## config.mk

```make
export PLATFORM = sky130hd
export DESIGN_NAME = binary_window_3x3
export DESIGN_NICKNAME = d
export VERILOG_FILES = /design/src/rtl/image_pkg.sv /design/src/rtl/bit_line_ram.sv /design/src/rtl/binary_window_3x3.sv
export SDC_FILE = /design/constraint.sdc
export NUM_CORES = 2
export LEC_CHECK = 0
export ABC_AREA = 1
export ABC_CLOCK_PERIOD_IN_PS = 13100
export CORE_MARGIN = 1
export CORE_UTILIZATION = 41
export DETAILED_ROUTE_END_ITERATION = 12
export PLACE_DENSITY = 0.62
export SLEW_MARGIN = 10
export SYNTH_ARGS = -nofsm -noshare
export SYNTH_HDL_FRONTEND = slang
export SYNTH_SLANG_ARGS = --single-unit
export TNS_END_PERCENT = 50
```

## constraint.sdc

```tcl
create_clock -name clk_i -period 13.1 [get_ports clk_i]
set_clock_uncertainty 0.05 [all_clocks]
set_input_delay 1.965 -clock clk_i [delete_from_list [all_inputs] [get_ports clk_i]]
set_output_delay 1.965 -clock clk_i [all_outputs]
set_load 0.005 [all_outputs]
```

## src/rtl/image_pkg.sv

```systemverilog
// Shared constants for the binary 3x3 window pipeline: default frame geometry and
// the bit positions of each neighbour inside the 9-bit window.
package image_pkg;

    localparam int unsigned DefImageWidth  = 640;
    localparam int unsigned DefImageHeight = 480;
    localparam int unsigned DefAddrWidth   = 10;
    localparam int unsigned DefRowWidth    = 9;

    localparam int unsigned WinBits = 9;

    // Window bit 3*r+k: r=0 is the oldest row (y-2), k=0 is the oldest column (x-2).
    localparam int unsigned WIN_TL = 0;
    localparam int unsigned WIN_TC = 1;
    localparam int unsigned WIN_TR = 2;
    localparam int unsigned WIN_ML = 3;
    localparam int unsigned WIN_C  = 4;
    localparam int unsigned WIN_MR = 5;
    localparam int unsigned WIN_BL = 6;
    localparam int unsigned WIN_BC = 7;
    localparam int unsigned WIN_BR = 8;

endpackage

```

## src/rtl/bit_line_ram.sv

```systemverilog
// Single-bit line RAM: one-cycle synchronous read-first port plus a write port whose
// address/data are registered one cycle before they commit to the array.
module bit_line_ram #(
    parameter int unsigned Depth     = 640,
    parameter int unsigned AddrWidth = 10
) (
    input  logic                 clk_i,
    input  logic                 rst_i,
    input  logic                 re_i,
    input  logic [AddrWidth-1:0] raddr_i,
    output logic                 rdata_o,
    input  logic                 we_i,
    input  logic [AddrWidth-1:0] waddr_i,
    input  logic                 wdata_i
);

    logic                 mem_q [Depth];
    logic                 wreq_q;
    logic [AddrWidth-1:0] waddr_q;
    logic                 wdata_q;
    logic                 rdata_q;

    always_ff @(posedge clk_i or posedge rst_i) begin
        if (rst_i) begin
            wreq_q  <= 1'b0;
            waddr_q <= '0;
            wdata_q <= 1'b0;
            rdata_q <= 1'b0;
        end else begin
            wreq_q  <= we_i;
            waddr_q <= waddr_i;
            wdata_q <= wdata_i;
            if (re_i) begin
                rdata_q <= mem_q[raddr_i];
            end
        end
    end

    // Array is deliberately unreset; a read on the commit edge sees the old value.
    always_ff @(posedge clk_i) begin
        if (wreq_q) begin
            mem_q[waddr_q] <= wdata_q;
        end
    end

    assign rdata_o = rdata_q;

endmodule

```

## src/rtl/binary_window_3x3.sv

```systemverilog
// Streaming 3x3 neighbourhood generator for binary pixels: raster counters, two line
// RAMs holding rows y-1/y-2, and a two-stage pipeline ending in a column shift register.
module binary_window_3x3
    import image_pkg::*;
#(
    parameter int unsigned ImageWidth  = DefImageWidth,
    parameter int unsigned ImageHeight = DefImageHeight,
    parameter int unsigned AddrWidth   = DefAddrWidth,
    parameter int unsigned RowWidth    = DefRowWidth
) (
    input  logic                 clk_i,
    input  logic                 rst_i,
    input  logic                 in_valid_i,
    input  logic                 in_pixel_i,
    output logic                 out_valid_o,
    output logic [WinBits-1:0]   window_o,
    output logic [AddrWidth-1:0] out_x_o,
    output logic [RowWidth-1:0]  out_y_o,
    output logic                 out_last_o
);

    localparam logic [AddrWidth-1:0] ColMax = AddrWidth'(ImageWidth - 1);
    localparam logic [RowWidth-1:0]  RowMax = RowWidth'(ImageHeight - 1);

    logic [AddrWidth-1:0] col_q, col_d, col1_q;
    logic [RowWidth-1:0]  row_q, row_d, row1_q;
    logic                 v1_q, pix1_q;
    logic                 rd_a, rd_b;
    logic [WinBits-1:0]   sr_q, sr_d, window_q;
    logic [AddrWidth-1:0] out_x_q;
    logic [RowWidth-1:0]  out_y_q;
    logic                 out_valid_q, out_last_q;
    logic                 emit, last_d;

    always_comb begin
        col_d = col_q;
        row_d = row_q;
        if (in_valid_i) begin
            if (col_q == ColMax) begin
                col_d = '0;
                row_d = (row_q == RowMax) ? '0 : row_q + RowWidth'(1);
            end else begin
                col_d = col_q + AddrWidth'(1);
            end
        end
    end

    // Row y-1: read old value at x, then overwrite it with the incoming pixel.
    bit_line_ram #(
        .Depth     (ImageWidth),
        .AddrWidth (AddrWidth)
    ) u_ram_a (
        .clk_i   (clk_i),
        .rst_i   (rst_i),
        .re_i    (in_valid_i),
        .raddr_i (col_q),
        .rdata_o (rd_a),
        .we_i    (in_valid_i),
        .waddr_i (col_q),
        .wdata_i (in_pixel_i)
    );

    // Row y-2: fed from RAM A's read data once it arrives in stage 1.
    bit_line_ram #(
        .Depth     (ImageWidth),
        .AddrWidth (AddrWidth)
    ) u_ram_b (
        .clk_i   (clk_i),
        .rst_i   (rst_i),
        .re_i    (in_valid_i),
        .raddr_i (col_q),
        .rdata_o (rd_b),
        .we_i    (v1_q),
        .waddr_i (col1_q),
        .wdata_i (rd_a)
    );

    always_comb begin
        sr_d = sr_q;
        if (v1_q) begin
            sr_d = {pix1_q, sr_q[WIN_BR:WIN_BC], rd_a, sr_q[WIN_MR:WIN_C],
                    rd_b, sr_q[WIN_TR:WIN_TC]};
        end
        emit   = v1_q && (col1_q >= AddrWidth'(2)) && (row1_q >= RowWidth'(2));
        last_d = (col1_q == ColMax) && (row1_q == RowMax);
    end

    always_ff @(posedge clk_i or posedge rst_i) begin
        if (rst_i) begin
            col_q       <= '0;
            row_q       <= '0;
            v1_q        <= 1'b0;
            pix1_q      <= 1'b0;
            col1_q      <= '0;
            row1_q      <= '0;
            sr_q        <= '0;
            out_valid_q <= 1'b0;
            window_q    <= '0;
            out_x_q     <= '0;
            out_y_q     <= '0;
            out_last_q  <= 1'b0;
        end else begin
            col_q       <= col_d;
            row_q       <= row_d;
            v1_q        <= in_valid_i;
            if (in_valid_i) begin
                pix1_q <= in_pixel_i;
                col1_q <= col_q;
                row1_q <= row_q;
            end
            sr_q        <= sr_d;
            out_valid_q <= emit;
            if (emit) begin
                window_q   <= sr_d;
                out_x_q    <= col1_q - AddrWidth'(1);
                out_y_q    <= row1_q - RowWidth'(1);
                out_last_q <= last_d;
            end
        end
    end

    assign out_valid_o = out_valid_q;
    assign window_o    = window_q;
    assign out_x_o     = out_x_q;
    assign out_y_o     = out_y_q;
    assign out_last_o  = out_last_q;

endmodule

```

; ---- Word level (Yosys, flattened, before mapping)
; Memory sizes are Yosys's and may differ from the RTL's. A register that Yosys moved wholly into a read port is not among the register bits.
; Index checks and enable logic that the tools add are counted.
[word_totals]
register_bits = 102
mem_count = 2
output_inout_bits = 30
input_bits = 4
ram_bits = 1280
wordCells = 40
[memory_table]
columns = name, depth, width, rd, rd_clocked_by_memory_dff, write_ports, line_no
row1 = u_ram_a.mem_q, 640, 1, 1, 1, 1, bit_line_ram.sv:17  ; logic mem_q [Depth];
row2 = u_ram_b.mem_q, 640, 1, 1, 1, 1, bit_line_ram.sv:17
[op_classes]
n_addsub = 4
n_eq_ne = 4
n_mux = 7
n_reduce_logical = 4
n_lt_le_gt_ge = 2
[ops]
columns = operator, n
row1 = $eq A10 B10 Y1 const B, 2
row2 = $eq A9 B9 Y1 const B, 2
row3 = $mux W9, 2
row4 = $add A10 B1 Y10 const B, 1
row5 = $ge A10 B2 Y1 const B, 1
row6 = $mux W10, 1
row7 = $sub A10 B1 Y10 const B, 1
row8 = $add A9 B1 Y9 const B, 1
row9 = $ge A9 B2 Y1 const B, 1
row10 = $sub A9 B1 Y9 const B, 1
row11 = $mux W1, 4
row12 = $logic_and A1 B1 Y1, 3
row13 = $reduce_and A2 Y1, 1

; ---- Depth between registers and ports, before layout
[logic_depth]
word_depth = 3
depth_mapped = 18

; ---- Modules after synthesis
; A second synthesis with hierarchy kept.
[hier_totals]
cells_unflattened = 6369
area_unflattened_um2 = 62558.7
[by_module_without_submodules]
columns = module, n_inst, cells_per_inst, area_each_um2
row1 = bit_line_ram, 2, 2938, 29365.7
row2 = binary_window_3x3, 1, 493, 3827.4

; ---- Worst setup path before layout
; OpenSTA, ideal clock, no wires.
[synth_timing]
kind = reg2reg
from = register u_ram_a.wdata_q
to = memory u_ram_a.mem_q[0] (data pin)
t_arrival_ps = 7490
n_path_buf = 0
stages_incl_launch_ff = 1
synth_period_minus_slack_ps = 9242
required_ps = 11348
setup_time_ps = 1702
slack_ps = 3858
path_cell_list = dfrtp_1
[synth_rtl]
columns = element, line_no
row1 = start: declaration, bit_line_ram.sv:20  ; logic wdata_q;
row2 = start signal: assignment, bit_line_ram.sv:32  ; wdata_q <= wdata_i;
row3 = end: declaration, bit_line_ram.sv:17
; No word-level cell before the write port.

==> impl_metrics.env <==
export IMPL_gp_congestion=0.8401
export IMPL_core_area_mm2=0.1501
export IMPL_dpl_cell_count=7902
export IMPL_min_from="col_q[9]"
export IMPL_cts_root_buf="clkbuf_16"
export IMPL_wl_per_cell_um=21.45
export IMPL_setup_tns_final_ns=0
export IMPL_combPwrFrac_pct=26.7
export IMPL_yosysWarnings=0
export IMPL_wirelength_um=174900
export IMPL_clk_pin_slew_worst_paths_ns=0.06
export IMPL_swShare_pct=35.45
export IMPL_ant_nets=0
export IMPL_drc=0
export IMPL_crit_required_ns=13.67
export IMPL_grt_overflow_total=0
export IMPL_dieArea_mm2=0.1531
export IMPL_synth_seq_cells=1384
export IMPL_maxSlewHeadroom_pct=10.43
export IMPL_reg2reg_depth=16
export IMPL_num_io_pins=34
export IMPL_crit_chain="clkinv_16 > buf_4 > nand2_1 > nand2_1 > nand2_1 > o21ai_0 > nand2_1 > nand2_1 > nand3_1 > nand2_1 > nor2_1 > nand2_1 > nand3_1 > nand3_1 > nand3_1 > a21oi_1"
export IMPL_worst_pin_slew_ns=1.333
export IMPL_hold_viol=0
export IMPL_criticalPathCategory="flop to flop"
export IMPL_rsz0062_at_grt="false"
export IMPL_final_nets=6039
export IMPL_die_w_um=391.3
export IMPL_outcome="finished, final reports clean"
export IMPL_crit_top_cell="nand2_1"
export IMPL_r2r_end="u_ram_a.rdata_o"
export IMPL_postCtsSetupBuffers=0
export IMPL_worst_path_buf_inv=2
export IMPL_drive_above_1_share_pct=5.213
export IMPL_cp_start_kind="flop"
export IMPL_antenna_found_initial=1
export IMPL_hp_class="flop to flop"
export IMPL_drt_initial_drc_count=5714
export IMPL_hpwl_um=92990
export IMPL_r2r_setup_slack_ns=8.34
export IMPL_synthToLayoutAreaGrowth_pct=9.125
export IMPL_p_clk_share_pct=30.0
export IMPL_power_density_mw_per_mm2=185.7
export IMPL_cts_sinks=1384
export IMPL_final_cell_mix="1759 x nor2_1, 1280 x edfxtp_1, 1162 x nand2_1"
export IMPL_r2r_start="col_q[0]"
export IMPL_finalNonFillerCells=8155
export IMPL_drv_cap=0
export IMPL_cts_buffers=138
export IMPL_synth_fp_nets=6234
export IMPL_dieHeight_um=391.3
export IMPL_pwr_share_seq_pct=43.3
export IMPL_hold_path_end="u_ram_a.waddr_q[9]"
export IMPL_cts_tree="built"
export IMPL_final_common_cell="nor2_1"
export IMPL_period_share_pct=36.35
export IMPL_hold_depth=0
export IMPL_crit_slowest_cell="dfrtp_4"
export IMPL_cp_arrival_ns=5.33
export IMPL_ctsResizeCount=0
export IMPL_netlist_area_mm2=0.06214
export IMPL_portBuffers=33
export IMPL_grt_use_total_pct=22.46
export IMPL_p_leak_nw=22.37
export IMPL_ir_drop_mv=0.2196
export IMPL_initial_utilization_pct=41.39
export IMPL_crit_fanout=332
export IMPL_syn_inst=6222
export IMPL_viasPerCell=5.603
export IMPL_dr_pass1_iters=7
export IMPL_critPathTopFamily="buffers and inverters"
export IMPL_grt_pass1_vias=42890
export IMPL_internal_power_mw=8.130
export IMPL_grt_max_degree=333
export IMPL_crit_path_max_incr_delay_ns=1.07
export IMPL_grt_pass1_wl_um=262000
export IMPL_endpoint_kind="flop"
export IMPL_ys_types=41
export IMPL_ctsHoldBuffers=0
export IMPL_power_switching_mw=4.465
export IMPL_fp_row_count=142
export IMPL_clock_latency_ns=0.77
export IMPL_avgSynthCellArea_um2=9.987
export IMPL_clockBufferDepth=3
export IMPL_vias=45700
export IMPL_setup_viol=0
export IMPL_seq_area_frac_synth_pct=66.04
export IMPL_h_tree_depth=4
export IMPL_slew_violations=0
export IMPL_min_period_ns=4.762
export IMPL_fmax_ghz=0.2100
-- through the flow --
step | total power [mW] | setup WS [ns] | util (%) | hold WS, ns | instance area, µm²
after floorplan | 7.732 | 3.858 | - | 0.2987 | 62140
after global placement | 8.813 | 8.403 | 42.33 | 0.3939 | 63550
after detailed placement | 8.824 | 8.439 | 42.33 | 0.3946 | 63550
after CTS | 12.57 | 8.432 | 45.14 | 0.4119 | 67770
after global routing | 13.05 | 8.035 | 45.17 | 0.4356 | 67810
final | 12.60 | 8.338 | 45.17 | 0.4146 | 67810
-- state kept, by name (all words and copies together) (netlist names) --
signal           cells
window_o             9
col1_q              10
out_x_o             10
u_ram_a.wreq_q       1
pix1_q               1
u_ram_b.mem_q      640
u_ram_b.rdata_o      1
row1_q               9
u_ram_b.wreq_q       1
u_ram_a.waddr_q     10
col_q               10
u_ram_b.waddr_q     10
u_ram_a.mem_q      640
out_last_o           1
row_q                9
u_ram_a.rdata_o      1
u_ram_a.wdata_q      1
sr_q                 9
out_valid_o          1
u_ram_b.wdata_q      1
out_y_o              9
-- how the worst max path moves through the flow --
stage / slack [ns] / from / cells past startpoint / end
after global routing: 8.04 / col_q[0] / 16 / u_ram_a.rdata_o
after CTS: 8.43 / col_q[0] / 15 / u_ram_b.rdata_o
final: 8.34 / col_q[0] / 16 / u_ram_a.rdata_o
after detailed placement: 8.44 / col_q[0] / 13 / u_ram_a.rdata_o
after floorplan: 3.86 / u_ram_a.wdata_q / 0 / u_ram_a.mem_q[0]
after global placement: 8.40 / col_q[0] / 15 / u_ram_b.rdata_o
-- cell type report --
| class | instances | area [µm²] |
|---|---|---|
| Multi-Input combinational cell | 4177 | 18090 |
| Timing Repair Buffer | 138 | 1164 |
| Tap cell | 2016 | 2522 |
| Clock inverter | 67 | 427.9 |
| Inverter | 188 | 749.5 |
| Sequential cell | 1384 | 41060 |
| Fill cell | 14110 | 82320 |
| Clock buffer | 184 | 3795 |
| Antenna cell | 1 | 2.502 |
-- logic make-up (layout without fill, tap and decap cells) --
| kind of cell | count (synthesis) | in the layout | synth area share (%) |
|---|---|---|---|
| DFF | 1384 | 1384 | 66.04 |
| and+or+nand+nor | 3396 | 3396 | 21.59 |
| muxes | 16 | 16 | 0.2577 |
| other | 0 | 1 | 0 |
| adders and majority gates | 8 | 8 | 0.1611 |
| buffers and inverters | 661 | 577 | 4.879 |
| xor gates and xnor gates | 20 | 20 | 0.2819 |
| AOI/OAI and AO/OA | 737 | 737 | 6.784 |
-- synth_stat cells --
master	number	area share, %
a211oi_1	3	0.036
a211oi_2	5	0.10
a21boi_0	14	0.17
a21boi_1	1	0.012
a21oi_1	138	1.1
a31oi_1	9	0.091
a41oi_1	1	0.014
buf_1	47	0.28
buf_2	139	1.1
buf_4	57	0.69
buf_6	21	0.38
clkbuf_1	209	1.3
clkinv_1	4	0.024
dfrtp_1	104	4.2
edfxtp_1	1280	62
ha_1	8	0.16
inv_1	176	1.1
inv_2	7	0.042
inv_6	1	0.014
mux2i_1	16	0.26
nand2_1	1164	7.0
nand2_2	3	0.030
nand2_4	1	0.018
nand3_1	340	2.7
nand4_1	30	0.30
nor2_1	1760	11
nor3_1	86	0.69
nor3_2	2	0.032
nor3b_1	3	0.036
nor4_1	4	0.040
nor4_2	1	0.020
o2111ai_1	4	0.056
o211ai_1	77	0.93
o21ai_0	338	2.7
o21ai_1	48	0.39
o221ai_1	38	0.54
o22ai_1	60	0.60
o41ai_1	1	0.014
or2_2	2	0.020
xnor2_1	3	0.042
xor2_1	17	0.24
-- layer usage --
layer / global-route usage, % / vias to the layer above / part of all wire (%)
met3: 3.218 / 318 / 8.9
met4: 7.608 / 0 / 3.0
met2: 35.42 / 2094 / 46
met5: 0 / - / 0
met1: 31.74 / 22670 / 42
li1: - / 20620 / -
-- power groups by stage --
stage / logic (mW) / clock network (mW) / registers, mW
final: 3.36 / 3.78 / 5.45
after global routing: 3.62 / 3.97 / 5.46
after CTS: 3.27 / 3.82 / 5.48
after detailed placement: 3.26 / 0 / 5.57
after global placement: 3.25 / 0 / 5.57
after floorplan: 1.99 / 0 / 5.74
-- worst register-to-register path, stage by stage (launching register included) --
cell       delay [ns]
dfrtp_4          1.07
clkinv_16        0.92
buf_4            0.78
nand2_1          0.22
nand2_1          0.06
nand2_1          0.05
o21ai_0          0.10
nand2_1          0.08
nand2_1          0.06
nand3_1          0.20
nand2_1          0.08
nor2_1           0.32
nand2_1          0.11
nand3_1          0.10
nand3_1          0.11
nand3_1          0.22
a21oi_1          0.11
(Power assumes the default switching activity.)
